### config.mk
export PLATFORM = sky130hd
export DESIGN_NAME = seq_ctrl_param_flat
export DESIGN_NICKNAME = d
export VERILOG_FILES = /design/src/rtl/seq_ctrl_param_if.sv /design/src/rtl/seq_ctrl_param.sv /design/src/flat_wrapper.sv
export SDC_FILE = /design/constraint.sdc
export NUM_CORES = 1
export LEC_CHECK = 0
export ABC_AREA = 1
export BUFFER_PORTS_ARGS = -buffer_cell sky130_fd_sc_hd__buf_2
export CAP_MARGIN = 20
export CORE_ASPECT_RATIO = 1.1
export CORE_MARGIN = 3
export CORE_UTILIZATION = 41
export CTS_CLUSTER_DIAMETER = 50
export DETAILED_ROUTE_END_ITERATION = 8
export PLACE_DENSITY = 0.68
export SETUP_SLACK_MARGIN = 0.15
export SLEW_MARGIN = 40
export SYNTH_ARGS = -nofsm -noshare
export SYNTH_HDL_FRONTEND = slang
export SYNTH_SLANG_ARGS = --single-unit
### constraint.sdc
create_clock -name clk -period 4.5 [get_ports clk]
set_input_delay 0.9 -clock clk [delete_from_list [all_inputs] [get_ports clk]]
set_output_delay 0.9 -clock clk [all_outputs]
set_load 0.01 [all_outputs]
### src/rtl/seq_ctrl_param_if.sv
// Run sequencer bus: request inputs and datapath control outputs.
// master drives requests, slave is the sequencer.
interface seq_ctrl_param_if #(
  parameter int CNT_W = 4
);
  logic             start;
  logic             abort;
  logic [CNT_W-1:0] run_len;
  logic             repeat_en;
  logic             rst;
  logic             load;
  logic             enable;
  logic             done;
  logic             busy;
  logic [CNT_W-1:0] count;

  modport master (
    output start, abort, run_len, repeat_en,
    input  rst, load, enable, done, busy, count
  );

  modport slave (
    input  start, abort, run_len, repeat_en,
    output rst, load, enable, done, busy, count
  );
endinterface

### src/rtl/seq_ctrl_param.sv
// Run sequencer: reset release, load strobe, timed enable run,
// done pulse, abort and auto-repeat.
module seq_ctrl_param #(
  parameter int CNT_W       = 4,
  parameter int LOAD_CYCLES = 1,
  parameter bit RST_IDLE    = 1'b1
) (
  input  logic              clk,
  input  logic              rstn,
  seq_ctrl_param_if.slave   bus
);

  localparam int LW = (LOAD_CYCLES > 1) ? $clog2(LOAD_CYCLES) : 1;
  localparam logic [LW-1:0] LC_LAST = LW'(LOAD_CYCLES - 1);

  typedef enum logic [1:0] {
    S_IDLE,
    S_LOAD,
    S_RUN,
    S_DONE
  } st_t;

  st_t              r_state;
  st_t              w_nxt;
  logic [CNT_W-1:0] r_len;
  logic [CNT_W-1:0] r_cnt;
  logic [CNT_W-1:0] w_cnt_p1;
  logic [LW-1:0]    r_lcnt;
  logic             w_latch;
  logic             w_cinc;

  logic r_rst, r_load, r_en, r_done, r_busy;
  logic w_rst, w_load, w_en, w_done, w_busy;

  assign w_cnt_p1 = r_cnt + 1'b1;

  // State, counters and registered outputs of the state being entered
  always_ff @(posedge clk or negedge rstn) begin
    if (!rstn) begin
      r_state <= S_IDLE;
      r_len   <= '0;
      r_cnt   <= '0;
      r_lcnt  <= '0;
      r_rst   <= 1'b1;
      r_load  <= 1'b0;
      r_en    <= 1'b0;
      r_done  <= 1'b0;
      r_busy  <= 1'b0;
    end else begin
      r_state <= w_nxt;
      if (w_latch)
        r_len <= bus.run_len;
      if (w_latch)
        r_cnt <= '0;
      else if (w_cinc)
        r_cnt <= w_cnt_p1;
      if (r_state == S_LOAD && w_nxt == S_LOAD)
        r_lcnt <= r_lcnt + 1'b1;
      else
        r_lcnt <= '0;
      r_rst  <= w_rst;
      r_load <= w_load;
      r_en   <= w_en;
      r_done <= w_done;
      r_busy <= w_busy;
    end
  end

  // Next state: abort beats completion, completion beats repeat
  always_comb begin
    w_nxt   = r_state;
    w_latch = 1'b0;
    w_cinc  = 1'b0;
    unique case (r_state)
      S_IDLE: begin
        if (bus.start) begin
          w_nxt   = S_LOAD;
          w_latch = 1'b1;
        end
      end
      S_LOAD: begin
        if (bus.abort)
          w_nxt = S_IDLE;
        else if (r_lcnt == LC_LAST)
          w_nxt = (r_len == '0) ? S_DONE : S_RUN;
      end
      S_RUN: begin
        w_cinc = 1'b1;
        if (bus.abort)
          w_nxt = S_IDLE;
        else if (w_cnt_p1 == r_len)
          w_nxt = S_DONE;
      end
      S_DONE: begin
        if (bus.abort) begin
          w_nxt = S_IDLE;
        end else if (bus.repeat_en) begin
          w_nxt   = S_LOAD;
          w_latch = 1'b1;
        end else begin
          w_nxt = S_IDLE;
        end
      end
      default: w_nxt = S_IDLE;
    endcase
  end

  // Output decode of the next state, registered at the edge
  always_comb begin
    w_rst  = (w_nxt == S_IDLE) ? RST_IDLE : 1'b0;
    w_load = (w_nxt == S_LOAD);
    w_en   = (w_nxt == S_RUN);
    w_done = (w_nxt == S_DONE);
    w_busy = (w_nxt != S_IDLE);
  end

  assign bus.rst    = r_rst;
  assign bus.load   = r_load;
  assign bus.enable = r_en;
  assign bus.done   = r_done;
  assign bus.busy   = r_busy;
  assign bus.count  = r_cnt;

endmodule

### src/flat_wrapper.sv
// flat-port wrapper written by rule: the top's interface ports become plain ports
module seq_ctrl_param_flat 
#(
  parameter int CNT_W       = 4,
  parameter int LOAD_CYCLES = 1,
  parameter bit RST_IDLE    = 1'b1
)
  (clk, rstn, bus_start, bus_abort, bus_run_len, bus_repeat_en, bus_rst, bus_load, bus_enable, bus_done, bus_busy, bus_count);
  seq_ctrl_param_if #(.CNT_W(CNT_W)) bus_i ();
  input  logic clk;
  input  logic rstn;
  input wire logic [$bits(bus_i.start)-1:0] bus_start;
  input wire logic [$bits(bus_i.abort)-1:0] bus_abort;
  input wire logic [$bits(bus_i.run_len)-1:0] bus_run_len;
  input wire logic [$bits(bus_i.repeat_en)-1:0] bus_repeat_en;
  output wire logic [$bits(bus_i.rst)-1:0] bus_rst;
  output wire logic [$bits(bus_i.load)-1:0] bus_load;
  output wire logic [$bits(bus_i.enable)-1:0] bus_enable;
  output wire logic [$bits(bus_i.done)-1:0] bus_done;
  output wire logic [$bits(bus_i.busy)-1:0] bus_busy;
  output wire logic [$bits(bus_i.count)-1:0] bus_count;
  assign bus_i.start = bus_start;
  assign bus_i.abort = bus_abort;
  assign bus_i.run_len = bus_run_len;
  assign bus_i.repeat_en = bus_repeat_en;
  assign bus_rst = bus_i.rst;
  assign bus_load = bus_i.load;
  assign bus_enable = bus_i.enable;
  assign bus_done = bus_i.done;
  assign bus_busy = bus_i.busy;
  assign bus_count = bus_i.count;
  seq_ctrl_param #(.CNT_W(CNT_W), .LOAD_CYCLES(LOAD_CYCLES), .RST_IDLE(RST_IDLE)) u_core (.clk(clk), .rstn(rstn), .bus(bus_i));
endmodule
==> impl_metrics.env, run 1 <==
export IMPL_postSynth_asyncResetShare_pct=100
export IMPL_yosysTopAreaCellShare_pct=40.2
export IMPL_cts_root_buf="clkbuf_4"
export IMPL_grt_pass1_vias=684
export IMPL_timing_setup_tns_ps=0
export IMPL_grt_pass1_wl_um=2920
export IMPL_clock_latency_ps=280
export IMPL_drt_pass1_iterations=5
export IMPL_cts_resized_gates=0
export IMPL_synth_common_cells="nand2_1 (24), inv_1 (17), dfrtp_1 (15)"
export IMPL_ys_types=23
export IMPL_status="finished clean"
export IMPL_period_minus_slack_ps=1830
export IMPL_grt_max_degree=17
export IMPL_fin_crit_sh_pct=40.7
export IMPL_grt_antenna_before_repair=0
export IMPL_cts_tree="done"
export IMPL_grt_overflow=0
export IMPL_slowest_stage="dfrtp_1"
export IMPL_r2r_end="u_core.r_lcnt"
export IMPL_hold_path_class="in2async"
export IMPL_drcViolationCount=0
export IMPL_die_height_um=56.0
export IMPL_max_cap_violations=0
export IMPL_path_delay_family="flip-flops"
export IMPL_placed_cells=156
export IMPL_crit_arrival_ps=930
export IMPL_cp_num_buf_inv=1
export IMPL_grt_use_total_pct=13.2
export IMPL_crit_required_ps=3600
export IMPL_holdWs_ps=506
export IMPL_core_area_um2=2080
export IMPL_crit_end="bus_count[2]"
export IMPL_viasPerCell=4.74
export IMPL_seq_area_um2=402
export IMPL_via_count=758
export IMPL_ios=18
export IMPL_synth_most_common_cell="nand2_1"
export IMPL_wl_um=1720
export IMPL_p_total_w=0.000729
export IMPL_crit_type="reg2out"
export IMPL_synth_area_leaders="dfrtp_1 (40%), nand2_1 (9.7%), ha_1 (8.0%)"
export IMPL_synthCells=112
export IMPL_worst_pin_slew_ps=384
export IMPL_path_max_fanout=7
export IMPL_fmax_mhz=546
export IMPL_slew_headroom_pct=74.3
export IMPL_post_drt_wl_per_cell_um=10.8
export IMPL_cts_setup_buffers=0
export IMPL_setup_viol=0
export IMPL_numCtsBuffers=3
export IMPL_die_w_um=51.5
export IMPL_syn2layout_area_growth_pct=16.2
export IMPL_cp_start_kind="flip-flop"
export IMPL_rows=17
export IMPL_slowest_delay_ps=470
export IMPL_layout_cells_non_filler=160
export IMPL_ys_warn_count=0
export IMPL_r2r_cells=12
export IMPL_cp_cell_sequence="buf_2"
export IMPL_ys_ff_latch=16
export IMPL_clock_path_buffers=2
export IMPL_fill_cells=208
export IMPL_start_util_pct=44.8
export IMPL_dieArea_um2=2890
export IMPL_synth_edf_count=0
export IMPL_postSynthAreaPerCell_um2=8.33
export IMPL_hold_buffers=0
export IMPL_powerDensity_nw_per_um2=672
export IMPL_drv_slew=0
export IMPL_nNetsFinal=148
export IMPL_dp_final_hpwl_um=1400
export IMPL_antenna_cells=0
export IMPL_place_ws_ps=2360
export IMPL_finalHoldViolCount=0
export IMPL_synth_main_ff_cell="dfrtp_1"
export IMPL_postRouteAntennaNets=0
export IMPL_seq_area_frac_synth_pct=43.0
export IMPL_fin_skew_ps=1.38
export IMPL_irDropWorstVdd_uv=354
export IMPL_syn_area_um2=933
export IMPL_synth_net_count=127
export IMPL_power_leakage_nw=0.603
export IMPL_drt_iter0_drc=16
export IMPL_rrSetupSlack_ps=2750
export IMPL_htree_levels=1
export IMPL_path_depth=1
export IMPL_synth_top_area_cell="dfrtp_1"
export IMPL_crit_path_end_kind="output port"
export IMPL_setup_ws_ps=2670
export IMPL_startpoint="u_core.bus.count[2]"
export IMPL_gp_congestion=0.827
export IMPL_r2r_start="u_core.bus.count[0]"
export IMPL_io_buffer_count=17
export IMPL_cts_clk_slew_worst_paths_ps=90
export IMPL_cts_num_sinks=16
export IMPL_rsz0062_at_grt="false"
export IMPL_multiInputGateArea_um2=452
export IMPL_drive_above_1_share_pct=28.0
worst min-delay path by stage:
stage,cells after the start,startpoint,to
3_5_place_dp,1,u_core.r_len[1],u_core.r_len[1]
5_1_grt,1,rstn,u_core.bus.count[2]
2_1_floorplan,1,u_core.r_len[1],u_core.r_len[1]
4_1_cts,1,rstn,u_core.bus.count[2]
6_report,1,rstn,u_core.r_len[2]
3_3_place_gp,1,u_core.r_len[1],u_core.r_len[1]
power breakdown:
| group | internal (W) | switching, W |
|---|---|---|
| registers | 0.000208 | 0.0000454 |
| logic | 0.000142 | 0.000240 |
| clock network | 0.0000492 | 0.0000450 |
| total | 0.000399 | 0.000330 |
layer usage:
layer	vias to the layer above	track usage [%]	wire length, um
met4	0	4.49	10
met3	2	3.22	75
met2	18	22.4	888
met5	-	0	0
met1	346	16.0	750
li1	392	-	-
cells in the final DEF (no fill, tap or decap):
cell and n:
nand2_1 24, inv_1 17, buf_2 17, dfrtp_1 15, nor2_1 10, nand3_1 8, nand2_2 7, ha_1 6
a21oi_1 4, nand4_1 3, o21ai_0 3, inv_2 3, clkbuf_4 3, o21ai_1 1, nand3_2 1, nor2_8 1
nand3b_1 1, a31oi_4 1, nor3_1 1, a21oi_4 1, nor2_2 1, mux2_1 1, a41oi_1 1, clkbuf_8 1
dfstp_2 1
cells by family after synthesis:
kind of cell | synth area share, %
DFF | 43.0
and+or+nand+nor | 29.9
AOI/OAI and AO/OA | 9.25
buffers and inverters | 8.58
muxes | 1.21
adders and majority gates | 8.04
stage by stage:
step | area [um2] | util (%)
floorplan | 933 | -
global placement | 1050 | 50.3
detailed placement | 1050 | 50.3
CTS | 1080 | 52.0
global route | 1080 | 52.0
finish | 1080 | 52.0
state kept, by name (all words and copies together), names as in the netlist:
| signal | cells |
|---|---|
| u_core.bus.busy | 1 |
| u_core.bus.count | 4 |
| u_core.bus.done | 1 |
| u_core.bus.enable | 1 |
| u_core.bus.load | 1 |
| u_core.bus.rst | 1 |
| u_core.r_lcnt | 1 |
| u_core.r_len | 4 |
| u_core.r_state | 2 |
layout make-up:
cell class	count	area share [%]
Sequential cell	16	37.0
Tap cell	28	3.23
Inverter	20	6.92
Timing Repair Buffer	17	7.84
Multi-Input combinational cell	75	41.6
Clock buffer	4	3.34
(Power assumes the default switching activity.)
==> run 2: changes to the inputs <==
==> constraint.sdc (replaced) <==
create_clock -name clk -period 1.9 [get_ports clk]
set_input_delay 0.38 -clock clk [delete_from_list [all_inputs] [get_ports clk]]
set_output_delay 0.38 -clock clk [all_outputs]
set_load 0.01 [all_outputs]
==> run 2 against run 1 <==
  * First-iteration DRC count up 50%
  * Flip-flop and latch count unchanged
  * Die area unchanged
  * Utilization up 2.9 points
  * Register-to-register slack worse by 2500 ps
  * Clock skew up 7.8 ps
  * Worst hold slack worse by 190 ps
  * Clock power up 140%
  * Critical endpoint is now u_core.bus.rst
  * Power up 150%
  * Critical path depth up 11
  * Sequential power up 140%
  * Via count up 4.5%
==> impl_metrics.env, run 2 (same netlist as run 1, synthesis figures left out) <==
export IMPL_clock_path_buffers=2
export IMPL_dieArea_um2=2890
export IMPL_finalHoldViolCount=0
export IMPL_max_cap_violations=0
export IMPL_gp_congestion=0.850
export IMPL_ios=18
export IMPL_fill_cells=223
export IMPL_cts_num_sinks=16
export IMPL_cp_start_kind="flip-flop"
export IMPL_worst_pin_slew_ps=383
export IMPL_drt_iter0_drc=24
export IMPL_drive_above_1_share_pct=33.6
export IMPL_holdWs_ps=312
export IMPL_path_delay_family="flip-flops"
export IMPL_setup_ws_ps=293
export IMPL_cp_num_buf_inv=3
export IMPL_slowest_delay_ps=440
export IMPL_final_core_util_pct=55.0
export IMPL_layout_commonest_cell="nand2_1"
export IMPL_cts_root_buf="clkbuf_4"
export IMPL_grt_antenna_before_repair=0
export IMPL_crit_top_cell="nand2_2"
export IMPL_grt_use_total_pct=14.2
export IMPL_irDropWorstVdd_uv=821
export IMPL_htree_levels=1
export IMPL_via_count=792
export IMPL_post_drt_wl_per_cell_um=10.8
export IMPL_drt_pass1_iterations=4
export IMPL_drcViolationCount=0
export IMPL_hold_path_class="in2reg"
export IMPL_grt_pass1_vias=751
export IMPL_crit_arrival_ps=1830
export IMPL_numCtsBuffers=3
export IMPL_rows=17
export IMPL_drv_slew=0
export IMPL_rsz0062_at_grt="false"
export IMPL_powerDensity_nw_per_um2=1590
export IMPL_cts_clk_slew_worst_paths_ps=100
export IMPL_core_area_um2=2080
export IMPL_crit_path_end_kind="flip-flop"
export IMPL_clock_latency_ps=290
export IMPL_syn2layout_area_growth_pct=22.8
export IMPL_cts_tree="done"
export IMPL_crit_type="reg2reg"
export IMPL_cp_cell_sequence="ha_4, nand2_1, inv_1, o21ai_1, nor2_2, nand2_2, nand2_2, nand2_2, a21oi_4, inv_2, nand2_2, inv_2"
export IMPL_fin_skew_ps=9.20
export IMPL_postRouteAntennaNets=0
export IMPL_slew_headroom_pct=74.3
export IMPL_grt_pass1_wl_um=3130
export IMPL_period_minus_slack_ps=1610
export IMPL_wl_um=1780
export IMPL_antenna_cells=0
export IMPL_power_leakage_nw=0.624
export IMPL_die_w_um=51.5
export IMPL_nNetsFinal=153
export IMPL_slowest_stage="dfrtp_1"
export IMPL_fin_crit_sh_pct=84.6
export IMPL_grt_overflow=0
export IMPL_start_util_pct=44.8
export IMPL_timing_setup_tns_ps=0
export IMPL_io_buffer_count=17
export IMPL_path_max_fanout=4
export IMPL_die_height_um=56.0
export IMPL_dp_final_hpwl_um=1410
export IMPL_place_ws_ps=233
export IMPL_viasPerCell=4.80
export IMPL_layout_common_cells="nand2_1 (23), inv_1 (17), buf_2 (17)"
export IMPL_setup_viol=0
export IMPL_grt_max_degree=17
export IMPL_fmax_mhz=622
export IMPL_status="finished clean"
export IMPL_crit_required_ps=2120
## run 2: cell types whose count changed in the layout (fill, tap and decap cells not counted)
cell           delta
ha_1              -1
dfrtp_1           -1
nand2_1           -1
dlygate4sd3_1     +1
nand2_2           +1
ha_4              +1
buf_4             +4
nor2_2            +2
dfrtp_2           +1
nor2_1            -2
## run 2: layout make-up
cell class | count | area (um2) | share of cell area (%)
Multi-Input combinational cell | 75 | 472 | 41.2
Sequential cell | 16 | 403 | 35.2
Timing Repair Buffer | 22 | 125 | 10.9
Inverter | 20 | 75.1 | 6.55
Clock buffer | 4 | 36.3 | 3.17
Tap cell | 28 | 35.0 | 3.06
## run 2: routing by layer
layer	wire [um]	GRT usage (%)
met5	0	0
met4	34	4.49
met3	85	5.09
met2	904	23.8
met1	752	16.5
## run 2: repair_timing
item                                   4_1_cts  5_1_grt
buffers inserted                             0        3
setup endpoints to repair                    0        7
hold buffers                                 1        0
resized for setup                            0        6
endpoints found under the hold margin        7        0
## run 2: through the flow
stage | cell area [um2] | power (W) | cells
floorplan | 933 | 0.00130 | 112
global placement | 1060 | 0.00151 | 157
detailed placement | 1060 | 0.00154 | 157
CTS | 1100 | 0.00177 | 162
global route | 1150 | 0.00201 | 165
finish | 1150 | 0.00182 | 165
## run 2: report_power, final
part	switching, W	internal (W)	total (W)	leakage (nW)
sequential	0.000107	0.000494	0.000600	0.195
clock	0.000106	0.000117	0.000222	0.0210
combinational	0.000605	0.000395	0.00100	0.408
## run 2: final timing paths
| kind | from | end | slack [ps] | depth (start not counted) |
|---|---|---|---|---|
| setup / recovery | u_core.bus.count[1] | u_core.bus.rst | 290 | 12 |
| hold / removal | bus_run_len[1] | u_core.r_len[1] | 310 | 2 |
| setup reg to reg | u_core.bus.count[1] | u_core.bus.rst | 290 | 12 |
| hold reg to reg | u_core.r_lcnt | u_core.r_lcnt | 570 | 3 |
| max in group asynchronous | rstn | u_core.bus.rst | 1070 | 2 |
| min in group asynchronous | rstn | u_core.bus.count[2] | 520 | 2 |
